===== config.mk =====
export PLATFORM = sky130hd
export DESIGN_NAME = loop_sequencer
export DESIGN_NICKNAME = d
export VERILOG_FILES = /design/src/rtl/loop_sequencer.sv
export SDC_FILE = /design/constraint.sdc
export NUM_CORES = 1
export LEC_CHECK = 0
export BUFFER_PORTS_ARGS = -buffer_cell sky130_fd_sc_hd__buf_2
export CAP_MARGIN = 20
export CORE_UTILIZATION = 35
export DETAILED_ROUTE_END_ITERATION = 6
export GPL_ROUTABILITY_DRIVEN = 0
export GPL_TIMING_DRIVEN = 0
export SKIP_CTS_REPAIR_TIMING = 1
export SYNTH_ARGS = -nofsm -noshare
export SYNTH_HDL_FRONTEND = slang
export SYNTH_SLANG_ARGS = --single-unit

===== constraint.sdc =====
create_clock -name clk -period 3.75 [get_ports clk]
set_input_delay 0.75 -clock clk [delete_from_list [all_inputs] [get_ports clk]]
set_output_delay 0.75 -clock clk [all_outputs]
set_load 0.05 [all_outputs]

===== src/rtl/loop_sequencer.sv =====
// loop_sequencer: paces the codec read/write handshake, runs the
// record/play/stop state machine and drives address and strobes for the loop
// sample memory (forward or reverse playback).
// Optional overdub read-modify-write is built when LOOP_OVERDUB_EN is defined.
module loop_sequencer #(
    parameter int ADDR_W  = 16,
    parameter int MAX_LEN = 48000
) (
    input  logic              clk,
    input  logic              reset,
    input  logic              btn,
    input  logic              clear,
    input  logic              reverse,
    input  logic              overdub,
    input  logic              read_ready,
    input  logic              write_ready,
    output logic              codec_read,
    output logic              codec_write,
    output logic [ADDR_W-1:0] mem_addr,
    output logic              mem_we,
    output logic              mem_re,
    output logic              mix_en,
    output logic              play_valid,
    output logic [ADDR_W:0]   loop_len,
    output logic [1:0]        state
);

    localparam int LW = ADDR_W + 1;
    localparam logic [LW-1:0] MAX_LEN_C = LW'(MAX_LEN);
    localparam logic [LW-1:0] ONE       = LW'(1);

    localparam logic [1:0] ST_IDLE   = 2'b00;
    localparam logic [1:0] ST_RECORD = 2'b01;
    localparam logic [1:0] ST_PLAY   = 2'b10;

    logic [1:0]        state_q, state_d;
    logic [LW-1:0]     ptr_q, ptr_d;
    logic [LW-1:0]     len_q, len_d;
    logic [ADDR_W-1:0] addr_q, addr_d;
    logic              btn_q;
    logic              pulse_q, pulse_d;
    logic              we_q, we_d;
    logic              re_q, re_d;
    logic              press, tick;
    logic [LW-1:0]     rec_len;
    logic              od_busy, od_hold, od_we;

    // First address of a playback pass: 0 forward, last sample in reverse.
    function automatic logic [LW-1:0] start_ptr(input logic rev, input logic [LW-1:0] len);
        return rev ? len - ONE : '0;
    endfunction

    assign press = btn & ~btn_q;
    // A tick is never issued while the previous codec pulse or an overdub is in flight.
    assign tick  = read_ready & write_ready & ~pulse_q & ~od_busy;

    // Next-state logic: tick bookkeeping first, then a button press overrides state/pointer.
    always_comb begin
        // NOTE: every signal driven here gets a default first so no path infers a latch.
        state_d = state_q;
        ptr_d   = ptr_q;
        len_d   = len_q;
        pulse_d = 1'b0;
        we_d    = od_we;
        re_d    = 1'b0;
        addr_d  = od_hold ? addr_q : ptr_q[ADDR_W-1:0];
        // A press that coincides with a record tick counts that final write.
        rec_len = tick ? ptr_q + ONE : ptr_q;

        if (clear) begin
            state_d = ST_IDLE;
            ptr_d   = '0;
            len_d   = '0;
        end else begin
            if (tick) begin
                pulse_d = 1'b1;
                case (state_q)
                    ST_RECORD: begin
                        we_d = 1'b1;
                        if (ptr_q == MAX_LEN_C - ONE) begin
                            state_d = ST_PLAY;
                            len_d   = MAX_LEN_C;
                            ptr_d   = start_ptr(reverse, MAX_LEN_C);
                        end else begin
                            ptr_d = ptr_q + ONE;
                        end
                    end
                    ST_PLAY: begin
                        re_d = 1'b1;
                        if (reverse)
                            ptr_d = (ptr_q == '0) ? len_q - ONE : ptr_q - ONE;
                        else
                            ptr_d = (ptr_q == len_q - ONE) ? '0 : ptr_q + ONE;
                    end
                    default: ;
                endcase
            end

            if (press) begin
                case (state_q)
                    ST_IDLE: begin
                        if (len_q == '0) begin
                            state_d = ST_RECORD;
                            ptr_d   = '0;
                        end else begin
                            state_d = ST_PLAY;
                            ptr_d   = start_ptr(reverse, len_q);
                        end
                    end
                    ST_RECORD: begin
                        len_d = rec_len;
                        if (rec_len == '0) begin
                            state_d = ST_IDLE;
                            ptr_d   = '0;
                        end else begin
                            state_d = ST_PLAY;
                            ptr_d   = start_ptr(reverse, rec_len);
                        end
                    end
                    default: begin
                        state_d = ST_IDLE;
                        ptr_d   = '0;
                    end
                endcase
            end
        end
    end

    // Registered FSM state, pointer, loop length and the one-cycle strobes.
    always_ff @(posedge clk) begin
        // NOTE: non-blocking assignments so every register samples pre-edge values.
        if (!reset) begin
            state_q <= ST_IDLE;
            ptr_q   <= '0;
            len_q   <= '0;
            addr_q  <= '0;
            btn_q   <= 1'b0;
            pulse_q <= 1'b0;
            we_q    <= 1'b0;
            re_q    <= 1'b0;
        end else begin
            state_q <= state_d;
            ptr_q   <= ptr_d;
            len_q   <= len_d;
            addr_q  <= addr_d;
            btn_q   <= btn;
            pulse_q <= pulse_d;
            we_q    <= we_d;
            re_q    <= re_d;
        end
    end

`ifdef LOOP_OVERDUB_EN
    logic [1:0] od_q, od_d;
    logic       mix_q;

    // Overdub stage counter: 1 = read, 2 = datapath mixes, 3 = write back.
    always_comb begin
        od_d = 2'd0;
        if (od_q != 2'd0)
            od_d = od_q + 2'd1;
        else if (tick && !clear && (state_q == ST_PLAY) && overdub)
            od_d = 2'd1;
    end

    // Overdub stage register and the mix enable that accompanies the write.
    always_ff @(posedge clk) begin
        if (!reset) begin
            od_q  <= 2'd0;
            mix_q <= 1'b0;
        end else begin
            od_q  <= od_d;
            mix_q <= od_we;
        end
    end

    assign od_busy = (od_q != 2'd0);
    assign od_hold = (od_q == 2'd1) || (od_q == 2'd2);
    assign od_we   = (od_q == 2'd2);
    assign mix_en  = mix_q;
`else
    logic unused_overdub;

    assign unused_overdub = overdub;
    assign od_busy        = 1'b0;
    assign od_hold        = 1'b0;
    assign od_we          = 1'b0;
    assign mix_en         = 1'b0;
`endif

    assign codec_read  = pulse_q;
    assign codec_write = pulse_q;
    assign mem_we      = we_q;
    assign mem_re      = re_q;
    assign mem_addr    = addr_q;
    assign loop_len    = len_q;
    assign state       = state_q;
    assign play_valid  = (state_q == ST_PLAY);

endmodule

==> run metrics, run 1 <==
syn nets about 680; Die Span X between 100 and 150 µm; crit start category flip-flop; drc violations 0; Slew HR a little under half; final setup fails 0; TritonCTS clock tree done; Lkg Pwr roughly 2.1 nW; Final Hold Fails 0; CP delay by family, top simple AND/OR/NAND/NOR gates; fill cell count 1424; Ports a little under 50; Worst Tran Pin Value between 700 and 800 ps; Place WS -164 ps; Post-Place Cells approximately 890; cell count after synthesis around 660; clock root buffer clkbuf_16; clock transition at the registers of the reported paths 70 ps; r2r worst-path depth 12; YS warnings 0; final core occ about 42%; Antenna Violating Nets Remaining 0; Layout Nets 733; initial antenna violation count 0; via count ~5700; critical path capture point type flip-flop; post-synth top area cell dfxtp_1; Hold Crit Depth 2; Final Cell Area about 0.0057 mm²; H-tree depth 2; total track usage between 20% and 30%; Met3 Wirelength 2550 µm; Mapped Avg Cell Area between 7 and 8 µm²; clk sinks between 50 and 60; Worst VDD drop 182 µV; Pre-antenna DRT Iters 7; crit-path max FO 10; Synth Cell Area about 0.0049 mm²; Total Negative Setup Slacks 0 ps; Final Power 1.74 mW; pwr dens between 300 and 400 mW/mm²; Seq/Total Area, Yosys a little under a quarter; FFs w/ async S/R, synth 0%; crit-path cells buf_2, inv_1, ha_2, or4b_4, nor4_4, nand2_2, or4_4, clkbuf_4, mux2i_1, a221oi_1, or3_1, a21oi_1; worst path bufs/invs 3; row cnt 42; top layer in use met4; max cap viols 0; CP Depth 12; Clock Tree Buf Depth 2; CP max stage cell or4_4; synth top area cells dfxtp_1 (23%), xnor2_1 (10%), nor2_1 (5.7%); layout cells sized above 1 between 10% and 20%; fin cells about 900; die outline area ~0.014 mm²; hold slack ~580 ps; Yosys reg bits 56; DP HPWL around 14000 µm; Area growth, synth to finish 15.5%; EDFF count, synth 0; Cell variety after synth between 70 and 80; first-pass GRT wire length 29800 µm; setup ws final 33.1 ps; drt via density about 6.4; Slew Limit Fails 0; Crit Path Category reg2reg; CTS buffer count 5; Setup Skew between 3 and 4 ps; status finished, final reports clean; WL met1 ~7500 µm; largest net degree at the start of global routing 19; Wirelength per Cell ~22 µm; Yosys top cell area share a little under a quarter; Total Routed Length about 19000 µm; Worst Hold Class reg2reg; met2 WL about 8300 µm; vias in the first global route between 5000 and 6000; Worst-Skew Late Latency 320 ps; Antenna Cells 0; Die H 120 µm; Worst EP arrival approximately 4000 ps; 1st-iter DRT viols ~1000; Placement Cell Area between 0.005 and 0.006 mm²; port bufs 46; initial core utilization between 30% and 40%; Fmax 269 MHz; Final min period approximately 3700 ps; Main synth FF type dfxtp_1; Core ar. 0.0135 mm²; data required time at the worst endpoint 3990 ps; fraction of the cycle the final worst path needs approximately 100%; slowest stage delay, CP 580 ps; GRT overflow 0
## sequential cells by signal, indices dropped and copies added (netlist names)
| signal | cells |
|---|---|
| ptr_q | 17 |
| codec_read | 1 |
| loop_len | 17 |
| mem_we | 1 |
| mem_addr | 16 |
| state | 2 |
| btn_q | 1 |
| mem_re | 1 |
## Yosys cell counts (14+ instances only)
cell      instances
and2_1           19
xnor2_1          57
nand3_1          21
o21ai_0          33
inv_1            14
nor3_1           29
dfxtp_1          56
clkbuf_1         31
nor2_1           74
xor2_1           20
a31oi_1          14
a21oi_1          38
nand2_1          51
## kinds of logic (layout without fill, tap and decap cells)
kind of cell,count (synthesis),after routing,synth area share (%)
mux,5,5,1.02
flops,56,56,22.9
fa+ha+maj,4,4,1.02
simple gates,281,281,31.3
compound gates,168,168,23.5
xor+xnor,77,77,13.8
other cells,1,1,0.0766
buf+inv,72,130,6.44
## final timing paths
check               from           to  slack [ps]
max             ptr_q[0]     ptr_q[9]          30
min          loop_len[1]  loop_len[1]         580
max reg2reg     ptr_q[0]     ptr_q[9]          30
min reg2reg  loop_len[1]  loop_len[1]         580
## per-layer routing
metal	vias up	GRT usage (%)
met5	-	0
met4	0	13.6
met3	107	6.56
met2	470	40.7
met1	2641	35.3
li1	2519	-
## report_power, final
| group | total (mW) | internal [mW] | switching, mW |
|---|---|---|---|
| Clock | 0.567 | 0.318 | 0.249 |
| Sequential | 0.624 | 0.609 | 0.0152 |
| Combinational | 0.550 | 0.193 | 0.357 |
| Total | 1.74 | 1.12 | 0.621 |
## layout by cell type (no fill, tap or decap), types with 10 or more instances in the layout
cell	Yosys	final
nor2_1	74	74
buf_2	12	57
xnor2_1	57	57
dfxtp_1	56	56
nand2_1	51	51
a21oi_1	38	38
o21ai_0	33	33
clkbuf_1	31	29
nor3_1	29	27
nand3_1	21	21
xor2_1	20	20
and2_1	19	19
inv_1	14	14
a31oi_1	14	14
a221oi_1	12	11
nand4_1	10	10
## area by class of cell
class,instances,area [µm²],share of cell area (%)
multi-input combinational,536,3550,62.9
tap,176,220,3.89
clock inverter,3,47.5,0.841
timing repair buffer,51,268,4.74
sequential,56,1120,19.8
buffer,56,262,4.62
clock buffer,5,125,2.21
inverter,15,56.3,0.996
## worst register-to-register path: stages (launching register included)
cell and delay [ps]:
dfxtp_1 360, buf_2 220, inv_1 150, ha_2 230
or4b_4 510, nor4_4 430, nand2_2 150, or4_4 580
clkbuf_4 250, mux2i_1 180, a221oi_1 80, or3_1 340
a21oi_1 160
(Power assumes the default switching activity.)
==> run 2, diff against run 1 <==
--- a/config.mk
+++ b/config.mk
@@ -11,6 +11,7 @@
 export DETAILED_ROUTE_END_ITERATION = 6
 export GPL_ROUTABILITY_DRIVEN = 0
 export GPL_TIMING_DRIVEN = 0
+export SETUP_SLACK_MARGIN = 0.05
 export SKIP_CTS_REPAIR_TIMING = 1
 export SYNTH_ARGS = -nofsm -noshare
 export SYNTH_HDL_FRONTEND = slang
==> run metrics, run 2 (synthesis results as in run 1) <==
status finished, final reports clean; first-pass GRT wire length 29800 µm (unchanged); Pre-antenna DRT Iters 5 (-2); Worst Hold Class reg2reg; Wirelength per Cell 21.5 µm (-0.45%); final setup fails 0 (unchanged); Slew Limit Fails 0 (unchanged); grt met1 use 35.3% (unchanged); Crit Path Category reg2reg; Core ar. 0.0135 mm² (unchanged); data required time at the worst endpoint 3990 ps (about the same); via count 5715 (-0.38%); total track usage 26.9% (unchanged); H-tree depth 2 (unchanged); fraction of the cycle the final worst path needs 97.4% (-1.7 points); drt via density 6.36 (-0.38%); Final Power 1.74 mW (-0.17%); Slew HR 47.3% (-0.66 points); Place WS -164 ps (unchanged); Global Route met3 Usage 6.56% (unchanged); Fmax 274 MHz (+1.7%); port bufs 46 (unchanged); pwr dens 307 mW/mm² (-0.26%); Worst EP arrival 3890 ps (-70 ps); critical path capture point type flip-flop; row cnt 42 (unchanged); clk sinks 56 (unchanged); vias in the first global route 5272 (unchanged); Setup Skew 3.38 ps (+0.234 ps); Die Span X 120 µm (unchanged); FF-to-FF setup slack 100 ps (+60 ps); slowest stage delay, CP 510 ps (-70 ps); DP HPWL 14200 µm (unchanged); drc violations 0 (unchanged); GRT overflow 0 (unchanged); Antenna Cells 0 (unchanged); GRT busiest layer met2; Area growth, synth to finish 15.6% (about the same); Lkg Pwr 2.12 nW (+0.74%); crit-path max FO 10 (unchanged); Placement Cell Area 0.00535 mm² (unchanged); Die H 120 µm (unchanged); initial antenna violation count 0 (unchanged); initial core utilization 36.4% (unchanged); Antenna Violating Nets Remaining 0 (unchanged); dominant cell type by count on the critical path buf_2; clock root buffer clkbuf_16; largest net degree at the start of global routing 19 (unchanged); Clock Tree Buf Depth 2 (unchanged); Worst VDD drop 176 µV (-3.2%); Final Cell Area 0.00566 mm² (about the same); 1st-iter DRT viols 917 (-6.1%); die outline area 0.0145 mm² (unchanged); crit start category flip-flop; commonest non-fill, non-tap cells in the layout nor2_1 (74), buf_2 (58), xnor2_1 (57); Layout Nets 733 (unchanged); layout cells sized above 1 15.7% (+0.28 points); TritonCTS clock tree done; max cap viols 0 (unchanged); Ports 49 (unchanged); commonest non-fill, non-tap cell in the layout nor2_1; Worst Tran Pin Value 791 ps (+12.7 ps); Global Route met2 Usage 40.7% (unchanged); CP max stage cell or4b_4; Total Routed Length 19300 µm (-0.45%); Final min period 3650 ps (-62.9 ps); clock transition at the registers of the reported paths 80 ps (about the same); crit-path cells buf_2, inv_2, ha_2, or4b_4, nor4_4, nand2_2, or4_1, buf_2, buf_4, mux2i_1, a221oi_1, or3_1, a21oi_1; setup ws final 96.0 ps (+62.9 ps); RSZ-0062 raised after global routing yes; fill cell count 1421 (-0.21%); Worst-Skew Late Latency 320 ps (about the same); CTS buffer count 5 (unchanged); Final Hold Fails 0 (unchanged)
==> run 2: final timing paths <==
path,start,to,cells after the start
hold / removal,loop_len[1],loop_len[1],2
hold reg to reg,loop_len[1],loop_len[1],2
setup / recovery,ptr_q[0],ptr_q[9],13
setup reg to reg,ptr_q[0],ptr_q[9],13
==> run 2: area by class of cell <==
cell class | count | area [µm²] | share of cell area, %
inverters | 15 | 56.3 | 0.995
repair buffers | 50 | 260 | 4.60
clock inverters | 3 | 47.5 | 0.840
plain buffers | 57 | 268 | 4.73
multi-input cells | 536 | 3560 | 62.9
flip-flops and latches | 56 | 1120 | 19.8
clock buffers | 5 | 125 | 2.21
well taps | 176 | 220 | 3.89
==> run 2: power breakdown <==
group	internal (mW)	switching, mW	leakage, nW	total, mW
logic	0.189	0.356	1.58	0.545
clock network	0.318	0.250	0.0840	0.569
registers	0.609	0.0151	0.454	0.624
total	1.12	0.621	2.12	1.74
==> run 2: metal layers <==
metal	up-vias	share of wire, %
met4	0	4.5
met5	-	0
met1	2645	39
met2	455	44
met3	91	13
li1	2524	-
==> run 2: critical path, delay by kind of cell (launching register included) <==
family | cells | cell delay [ps]
adder cells (fa/ha/maj) | 1 | 220
multiplexers | 1 | 150
buffers and inverters | 4 | 770
AO/OA/AOI/OAI | 2 | 240
AND/OR/NAND/NOR | 5 | 1810
flip-flops | 1 | 360
==> run 2: stage by stage <==
step           hold slack (ps)  instances  setup TNS (ps)  util (%)
2_1_floorplan              541        664               0         -
3_3_place_gp               553        886           -2300      39.7
6_report                   575        898               0      42.1
5_1_grt                    608        898               0      42.1
3_5_place_dp               561        886           -1680      39.7
4_1_cts                    573        894           -1100      41.0
